$ cat src/rtl/serial_subtractor.sv
// Bit-serial unsigned subtractor: diff = a - b - bin, one bit per cycle LSB first through a single cell.
// Latency: WIDTH cycles from accept to done_valid.
// Backpressure: result held in DONE until done_ready; start_ready is high only in IDLE.
module serial_subtractor #(
    parameter int WIDTH = 8
) (
    input  logic             clk,
    input  logic             rst_n,
    input  logic             start_valid,
    output logic             start_ready,
    input  logic [WIDTH-1:0] a_in,
    input  logic [WIDTH-1:0] b_in,
    input  logic             bin_in,
    output logic [WIDTH-1:0] diff,
    output logic             bout,
    output logic             done_valid,
    input  logic             done_ready
);

    localparam int CW = (WIDTH > 1) ? $clog2(WIDTH) : 1;
    localparam logic [CW-1:0] LAST = CW'(WIDTH - 1);

    typedef enum logic [1:0] {
        IDLE,
        BUSY,
        DONE
    } state_t;

    state_t           state;
    logic [WIDTH-1:0] a_sr;
    logic [WIDTH-1:0] b_sr;
    logic [WIDTH-1:0] r_sr;
    logic             borrow;
    logic [CW-1:0]    cnt;

    logic             cell_a;
    logic             cell_b;
    logic             sub;
    logic             bor;

    // Single full-subtractor cell shared across all bit positions.
    always_comb begin
        cell_a = a_sr[0];
        cell_b = b_sr[0];
        sub    = cell_a ^ cell_b ^ borrow;
        bor    = (~cell_a & cell_b) | (~(cell_a ^ cell_b) & borrow);
    end

    always_ff @(posedge clk or negedge rst_n) begin
        if (!rst_n) begin
            state       <= IDLE;
            start_ready <= 1'b1;
            done_valid  <= 1'b0;
            diff        <= '0;
            bout        <= 1'b0;
            a_sr        <= '0;
            b_sr        <= '0;
            r_sr        <= '0;
            borrow      <= 1'b0;
            cnt         <= '0;
        end else begin
            case (state)
                IDLE: begin
                    if (start_valid) begin
                        a_sr        <= a_in;
                        b_sr        <= b_in;
                        borrow      <= bin_in;
                        cnt         <= '0;
                        start_ready <= 1'b0;
                        state       <= BUSY;
                    end
                end
                BUSY: begin
                    a_sr   <= a_sr >> 1;
                    b_sr   <= b_sr >> 1;
                    r_sr   <= {sub, r_sr[WIDTH-1:1]};
                    borrow <= bor;
                    // Publish on the final bit so diff/bout stay frozen while the shifters run.
                    if (cnt == LAST) begin
                        diff       <= {sub, r_sr[WIDTH-1:1]};
                        bout       <= bor;
                        done_valid <= 1'b1;
                        state      <= DONE;
                    end else begin
                        cnt <= cnt + CW'(1);
                    end
                end
                DONE: begin
                    if (done_ready) begin
                        done_valid  <= 1'b0;
                        start_ready <= 1'b1;
                        state       <= IDLE;
                    end
                end
                default: begin
                    state       <= IDLE;
                    start_ready <= 1'b1;
                    done_valid  <= 1'b0;
                end
            endcase
        end
    end

endmodule

$ cat config.mk
export PLATFORM = sky130hd
export DESIGN_NAME = serial_subtractor
export DESIGN_NICKNAME = d
export VERILOG_FILES = /design/src/rtl/serial_subtractor.sv
export SDC_FILE = /design/constraint.sdc
export NUM_CORES = 1
export LEC_CHECK = 0
export CORE_MARGIN = 5
export CORE_UTILIZATION = 50
export DETAILED_ROUTE_END_ITERATION = 12
export PLACE_DENSITY = 0.82
export SETUP_SLACK_MARGIN = 0.2
export SLEW_MARGIN = 20
export SYNTH_ARGS = -nofsm -noshare
export SYNTH_HDL_FRONTEND = slang
export SYNTH_SLANG_ARGS = --single-unit
$ cat constraint.sdc
create_clock -name clk -period 3.1 [get_ports clk]
set_clock_uncertainty 0.2 [all_clocks]
set_input_delay 0.31 -clock clk [delete_from_list [all_inputs] [get_ports clk]]
set_output_delay 0.31 -clock clk [all_outputs]
set_load 0.02 [all_outputs]
# Word-level counts from Yosys, hierarchy flattened
# Cells that the tools add are included.
totals:
  regBits: 41
  output_inout_bits: 11
op_classes:
  addsub: 1
  n_eq_ne: 7
  mux: 19
  bitwise_logic: 9
  reduce_logical: 8
op_table:
  columns: ["op", "n"]
  rows:
  - ["$pmux 8 s2", 2]
  - ["$mux 8", 2]
  - ["$reduce_and 3->1", 4]
  - ["$ne 2x2->1 const B", 4]
  - ["$mux 2", 3]
  - ["$mux 3", 2]
  - ["$pmux 1 s3", 2]
  - ["$pmux 2 s3", 1]
  - ["$pmux 3 s2", 1]
  - ["$mux 1", 5]
  - ["$not 1->1", 4]
  - ["$reduce_and 2->1", 2]
  - ["$add 3x1->3 const B", 1]
  - ["$eq 3x3->1 const B", 1]
  - ["$and 1x1->1", 2]
  - ["$eq 2x1->1 const B", 1]
  - ["$eq 2x2->1 const B", 1]
  - ["$logic_not 2->1", 1]
  - ["$pmux 1 s2", 1]
  - ["$reduce_bool 2->1", 1]
  - ["$xor 1x1->1", 2]
  - ["$or 1x1->1", 1]

# Longest topological paths before layout
# Gate-level depths: netlist of the first run.
depth:
  depth_word: 5
  mapped_depth: 6

# Least setup slack after synthesis of the first run
# No wires, ideal clock.
synth_path:
  path_kind: "register to register"
  startpoint: "reg cnt[0]"
  endpoint: "reg diff[0]"
  setup_ns: 0.125
  arrival_time_ns: 1.392
  t_required_ns: 2.775
  path_slack_ns: 1.382
  path_stages_with_launch: 6
  path_buffers: 1
  synth_period_minus_slack_ns: 1.718
  path_cell_list: "dfrtp_1 ha_1 ha_1 nand3b_1 buf_6 mux2_4"
synth_via:
  elab_chain_len: 2
synth_lines:
  columns: ["element", "line_no", "text"]
  rows:
  - ["start: declaration", "34", "logic [CW-1:0] cnt;"]
  - ["start signal: assignment", "85", "cnt <= cnt + CW'(1);"]
  - ["$eq 3x3->1", "79", "if (cnt == LAST) begin"]
  - ["$reduce_and 2->1 (no source line)", null, null]
  - ["end signal: assignment", "80", "diff <= {sub, r_sr[WIDTH-1:1]};"]
  - ["end: declaration", "14", "output logic [WIDTH-1:0] diff,"]
# No other way between the ends.
# A chain may end at the register's enable or synchronous reset.

# Final worst setup path of the first run
layout_path:
  startpoint: "reg cnt[1]"
  endpoint: "reg diff[4]"
# The elaborated chain is that of the path after synthesis.

==> metrics.txt, run 1 <==
status=finished, final reports clean; global-route wire length before repair=about 5800 um; type of origin of the critical path=register; Initial DRT Pass Iterations=4; Synth Net Count=160; reg2reg end=diff[4]; GP Congestion=~0.75; Starting Density=0.5275; fmax=477.3 MHz; final instance area=about 2200 um2; worst path arrival time=2.14 ns; minimum clock period=roughly 2.1 ns; GRT overflow=0; Port Buffers=31; Min-Delay Path Depth=2; reg2reg start=cnt[1]; Max transition margin=0.4258; end of the worst hold path=bout; dpl hpwl=between 2000 and 2500 um; worst hold start=bout; share of layout cells above drive strength 1=0.1566; leakage=around 0.93 nW; routed wire length=3350 um; Final setup viols=0; via count=about 1.2k; Max-Cap Viols=0; die width=70.03 um; WS Path Type=reg -> reg; DRT iter0 DRCs=77; Slew Limit Fails=0; worst r2r path cells=4; Worst Setup End Kind=register; Area after DPL=roughly 2100 um2; DRC=0; Yosys warnings=0; # rows=21; Synth Instances=between 100 and 150; Final ANT Viol Nets=0; Max clock buf depth=2; Worst R2R Setup Slack=between 1 and 1.5 ns; pin count of the biggest net entering global routing=41; Worst-Margin Slew=0.8614 ns; GRT Total Usage=0.1476; PwrDens=~1000 nW/um2; CTS H-Tree Depth=2; post-synthesis register bit count=40; worst skew pair latency=approximately 0.35 ns; nets=about 190; maximum vdd ir drop=a little under 0.5 mV; Num CTS Buffers=5; top cell type's share of synthesized area=0.5417; final hold vios=0; TritonCTS clock tree=done; Yosys top cell by area=dfrtp_1; final worst path period share=0.6759; final setup TNS=0 ns; CP max stage cell=nand3b_1; area delta synth->final=21.18%; Non-Filler Instances=around 210; HP Class=reg -> reg; placed insts=203; CP bufs+invs=0; # IOs=32; number of vias per cell=around 5.5; routed len/inst=between 15 and 20 um; Clk pin slew, worst setup/hold paths=0.11 ns; initial antenna violation count=0; sequential area share after synthesis=0.5562; critical path's top delay family=simple AND/OR/NAND/NOR gates; crit-path max cell delay=0.47 ns; die area=a little under 5000 um2; vias in the first global route=1,239; library cells used by synthesis=28; CP Data Required Time=about 3.1 ns; Synth area leaders=dfrtp_1, mux2_4, nand3b_1, o221a_1, mux2_1; RSZ-0062 raised after global routing=false; Die Ht=70.03 um; Max FO, Critical Path=11; Post-Syn Area=approximately 1800 um2; clock sink count=40; root buffer cell=clkbuf_4; post_cts resized=0; Syn Area/Cell=roughly 13 um2; CP Cell Sequence=ha_1 > ha_1 > nand3b_1 > mux2_4; area of the core=about 3400 um2; most frequent CP cell=ha_1; # diodes=0
[synth_stat cells]
master / n
nand2_1: 6
o21ai_0: 6
fa_1: 1
a21oi_1: 4
nand2b_1: 2
o221a_1: 9
nor3b_1: 1
nor2_2: 1
dfrtp_1: 39
mux2_2: 2
o221a_2: 4
buf_6: 3
mux2_1: 7
dfstp_2: 1
a22o_1: 5
or2_4: 1
clkbuf_1: 1
nand3b_1: 14
a211oi_2: 1
mux2_4: 7
a2bb2oi_1: 1
o21ba_2: 1
ha_1: 2
inv_1: 2
nor2b_1: 1
nor2_1: 6
buf_2: 6
nor3_1: 2
[how the worst max path moves through the flow]
stage                   end        start  depth (start not counted)  slack (ns)
floorplan           diff[0]       cnt[0]                          5        1.38
global placement     cnt[0]  start_valid                          4        1.03
detailed placement  a_sr[0]  start_valid                          4        0.92
CTS                 r_sr[1]     state[0]                          2        0.99
global route        r_sr[3]     state[0]                          2        0.82
finish              diff[4]       cnt[1]                          4        1.00
[cells by family after synthesis]
kind of cell,after synthesis,share of synthesized area
compound gates,31,0.1507
simple gates,34,0.1118
mux,16,0.1146
buf+inv,12,0.04167
fa+ha+maj,3,0.02500
flops,40,0.5563
[layout make-up]
cell class	instances	area (um2)
Clock inverter	2	35.03
Tap cell	46	57.56
Clock buffer	6	41.29
Multi-Input combinational cell	84	724.4
Sequential cell	40	1002
Inverter	2	7.507
Timing Repair Buffer	32	315.3
Fill cell	273	1232
[state kept, by name, summed over array words and instances, names as in the netlist]
signal / flops
borrow: 1
start_ready: 1
diff: 8
r_sr: 7
bout: 1
done_valid: 1
cnt: 3
state: 2
a_sr: 8
b_sr: 8
[cells in the final DEF (no fill, tap or decap), types with 2 or more instances in the layout]
cell,instances
mux2_2,2
mux2_1,7
nand2_1,6
o221a_2,4
nand2b_1,2
o221a_1,9
dfrtp_1,39
a21oi_1,4
nor3_1,2
o21ai_0,6
clkbuf_4,5
ha_1,2
nor2_1,6
inv_1,2
mux2_4,7
nand3b_1,14
clkdlybuf4s50_1,30
a22o_1,5
[per-stage QoR]
stage	hold slack (ns)	setup WS, ns	utilization	total power [mW]
2_1_floorplan	-0.1856	1.382	-	1.604
3_3_place_gp	0.2482	1.034	0.6139	1.824
3_5_place_dp	0.2651	0.9195	0.6139	1.891
4_1_cts	0.3094	0.9941	0.6392	2.230
5_1_grt	0.3275	0.8232	0.6392	2.351
6_report	0.3058	1.005	0.6392	2.202
[routing by layer]
layer,global-route usage,part of all wire
met5,0,0
met4,0.05532,0.014
met3,0.05452,0.051
met2,0.2288,0.46
met1,0.1887,0.47
[power breakdown]
| group | total, mW | switching (mW) | internal (mW) |
|---|---|---|---|
| sequential | 0.956 | 0.181 | 0.774 |
| clock | 0.338 | 0.169 | 0.169 |
| combinational | 0.909 | 0.384 | 0.525 |
[repair_timing]
item,CTS,global route
buffers inserted,0,0
hold endpoints to repair,39,0
hold buffers,1,0
[tightest hold or removal path, delay by kind of cell (launching register included)]
| family | cells | cell delay [ns] |
|---|---|---|
| and+or+nand+nor | 1 | 0.05 |
| AOI/OAI and AO/OA | 1 | 0.06 |
| DFF | 1 | 0.37 |
No activity file was read; power rests on OpenSTA's default activity.
==> inputs of run 2 (changes only) <==
clock period = 2.02 ns   (was 3.1 ns; I/O delays follow)
==> metrics.txt, run 2 (synthesis results as in run 1) <==
nets=between 150 and 200; Comb power frac=0.443; number of vias per cell=about 5.6; Worst-Margin Slew=around 0.50 ns; Top Registers=a_sr x8, b_sr x8, diff x8; sequential fraction of design power=0.434; routed wire length=3587 um; RSZ-0062 raised after global routing=false; WS Path Type=reg -> reg; dpl hpwl=2569 um; Port Buffers=31; clock sink count=40; number of fillers in the final layout=approximately 280; CP Data Required Time=approximately 2.1 ns; Die Ht=around 70 um; final instance area=~2200 um2; fmax=572.8 MHz; GRT Total Usage=0.1519; Final ANT Viol Nets=0; maximum vdd ir drop=0.8382 mV; Net Sw Frac=0.3432; initial antenna violation count=0; Pint=roughly 2.2 mW; Max transition margin=0.6679; worst skew pair latency=approximately 0.34 ns; final worst path period share=0.8643; Clk pin slew, worst setup/hold paths=0.11 ns; die width=70.03 um; minimum clock period=approximately 1.7 ns; Slew Limit Fails=0; # IOs=32; Max-Cap Viols=0; DRT iter0 DRCs=68; Num CTS Buffers=5; type of origin of the critical path=register; Max clock buf depth=2; # rows=21; # diodes=0; routed len/inst=16.30 um; share of layout cells above drive strength 1=0.2011; pin count of the biggest net entering global routing=41; switching power=between 1 and 1.5 mW; via count=1,233; leakage=0.9655 nW; Final setup viols=0; PwrDens=approximately 1500 nW/um2; DRC=0; GP Congestion=approximately 0.75; Initial DRT Pass Iterations=4; status=finished, final reports clean; final setup TNS=0 ns; commonest cells after routing, fill and taps aside=dfrtp_1, clkdlybuf4s50_1, nand3b_1, o221a_1; final hold vios=0; vias in the first global route=around 1.3k; root buffer cell=clkbuf_4; Worst Setup End Kind=register; commonest non-fill, non-tap cell in the layout=dfrtp_1; Starting Density=0.5275; Max FO, Critical Path=7; HP Class=in -> reg; CTS H-Tree Depth=2; TritonCTS clock tree=done; area delta synth->final=24.65%; power share of the clock group=0.123; Area after DPL=between 2000 and 2500 um2; GRT overflow=0; global-route wire length before repair=roughly 5900 um; area of the core=~3400 um2; die area=4904 um2; worst path arrival time=approximately 1.8 ns
[run 2: area by class of cell]
cell class | count | area (um2) | area share
flip-flops and latches | 40 | 1002 | 0.4462
inverters | 2 | 7.507 | 0.003343
multi-input cells | 84 | 739.5 | 0.3292
well taps | 46 | 57.56 | 0.02563
repair buffers | 40 | 380.4 | 0.1694
clock buffers | 8 | 58.81 | 0.02618
[run 2: per-layer routing]
metal  part of all wire  vias up  track usage
met5                  0        -            0
met4              0.022        0      0.06170
met3              0.057       10      0.06169
met2               0.48       39       0.2382
met1               0.44      607       0.1859
li1                   -      577            -
[run 2: stage by stage]
| stage | instances | hold slack (ns) | power, mW | setup WS (ns) | utilization |
|---|---|---|---|---|---|
| floorplan | 136 | -0.2936 | 2.462 | 0.3024 | - |
| global route | 220 | 0.2397 | 3.606 | 0.2199 | 0.6575 |
| CTS | 219 | 0.1926 | 3.398 | 0.2359 | 0.6509 |
| global placement | 210 | 0.07352 | 2.854 | 0.2203 | 0.6293 |
| finish | 220 | 0.2097 | 3.394 | 0.2741 | 0.6575 |
| detailed placement | 210 | 0.08332 | 2.977 | 0.1453 | 0.6293 |
[run 2: final timing paths]
check	slack (ns)	start	end	cells after the start
worst max-delay path	0.27	cnt[0]	diff[1]	5
max in group asynchronous	1.02	rst_n	start_ready	3
worst min register to register	0.31	bout	bout	2
worst max register to register	0.27	cnt[0]	diff[1]	5
min in group asynchronous	0.24	rst_n	r_sr[4]	3
worst min-delay path	0.21	a_in[7]	a_sr[7]	3
[run 2: power by group through the flow]
| stage | clock network (mW) | logic, mW | registers (mW) |
|---|---|---|---|
| after detailed placement | 0 | 1.49 | 1.48 |
| after global routing | 0.460 | 1.63 | 1.51 |
| final | 0.418 | 1.50 | 1.47 |
| after floorplan | 0 | 0.951 | 1.51 |
| after global placement | 0 | 1.41 | 1.45 |
| after CTS | 0.428 | 1.50 | 1.47 |
[run 2: timing repair]
item | CTS | global route
gates cloned | 0 | 1
hold buffers | 1 | 0
endpoints found under the hold margin | 39 | 0
buffers inserted | 0 | 0
resized for setup | 3 | 4
setup endpoints to repair | 9 | 5
[run 2: critical path, cell delays in order (launching register included)]
cell	delay [ns]
dfrtp_1	0.43
ha_2	0.21
ha_4	0.18
nand3b_1	0.13
buf_6	0.16
mux2_2	0.33
==> inputs of run 3 (changes only) <==
ABC_CLOCK_PERIOD_IN_PS = 2020   (was unset)
==> results of run 3 <==
No change in the layout: final DEF, timing and power equal those of run 2.
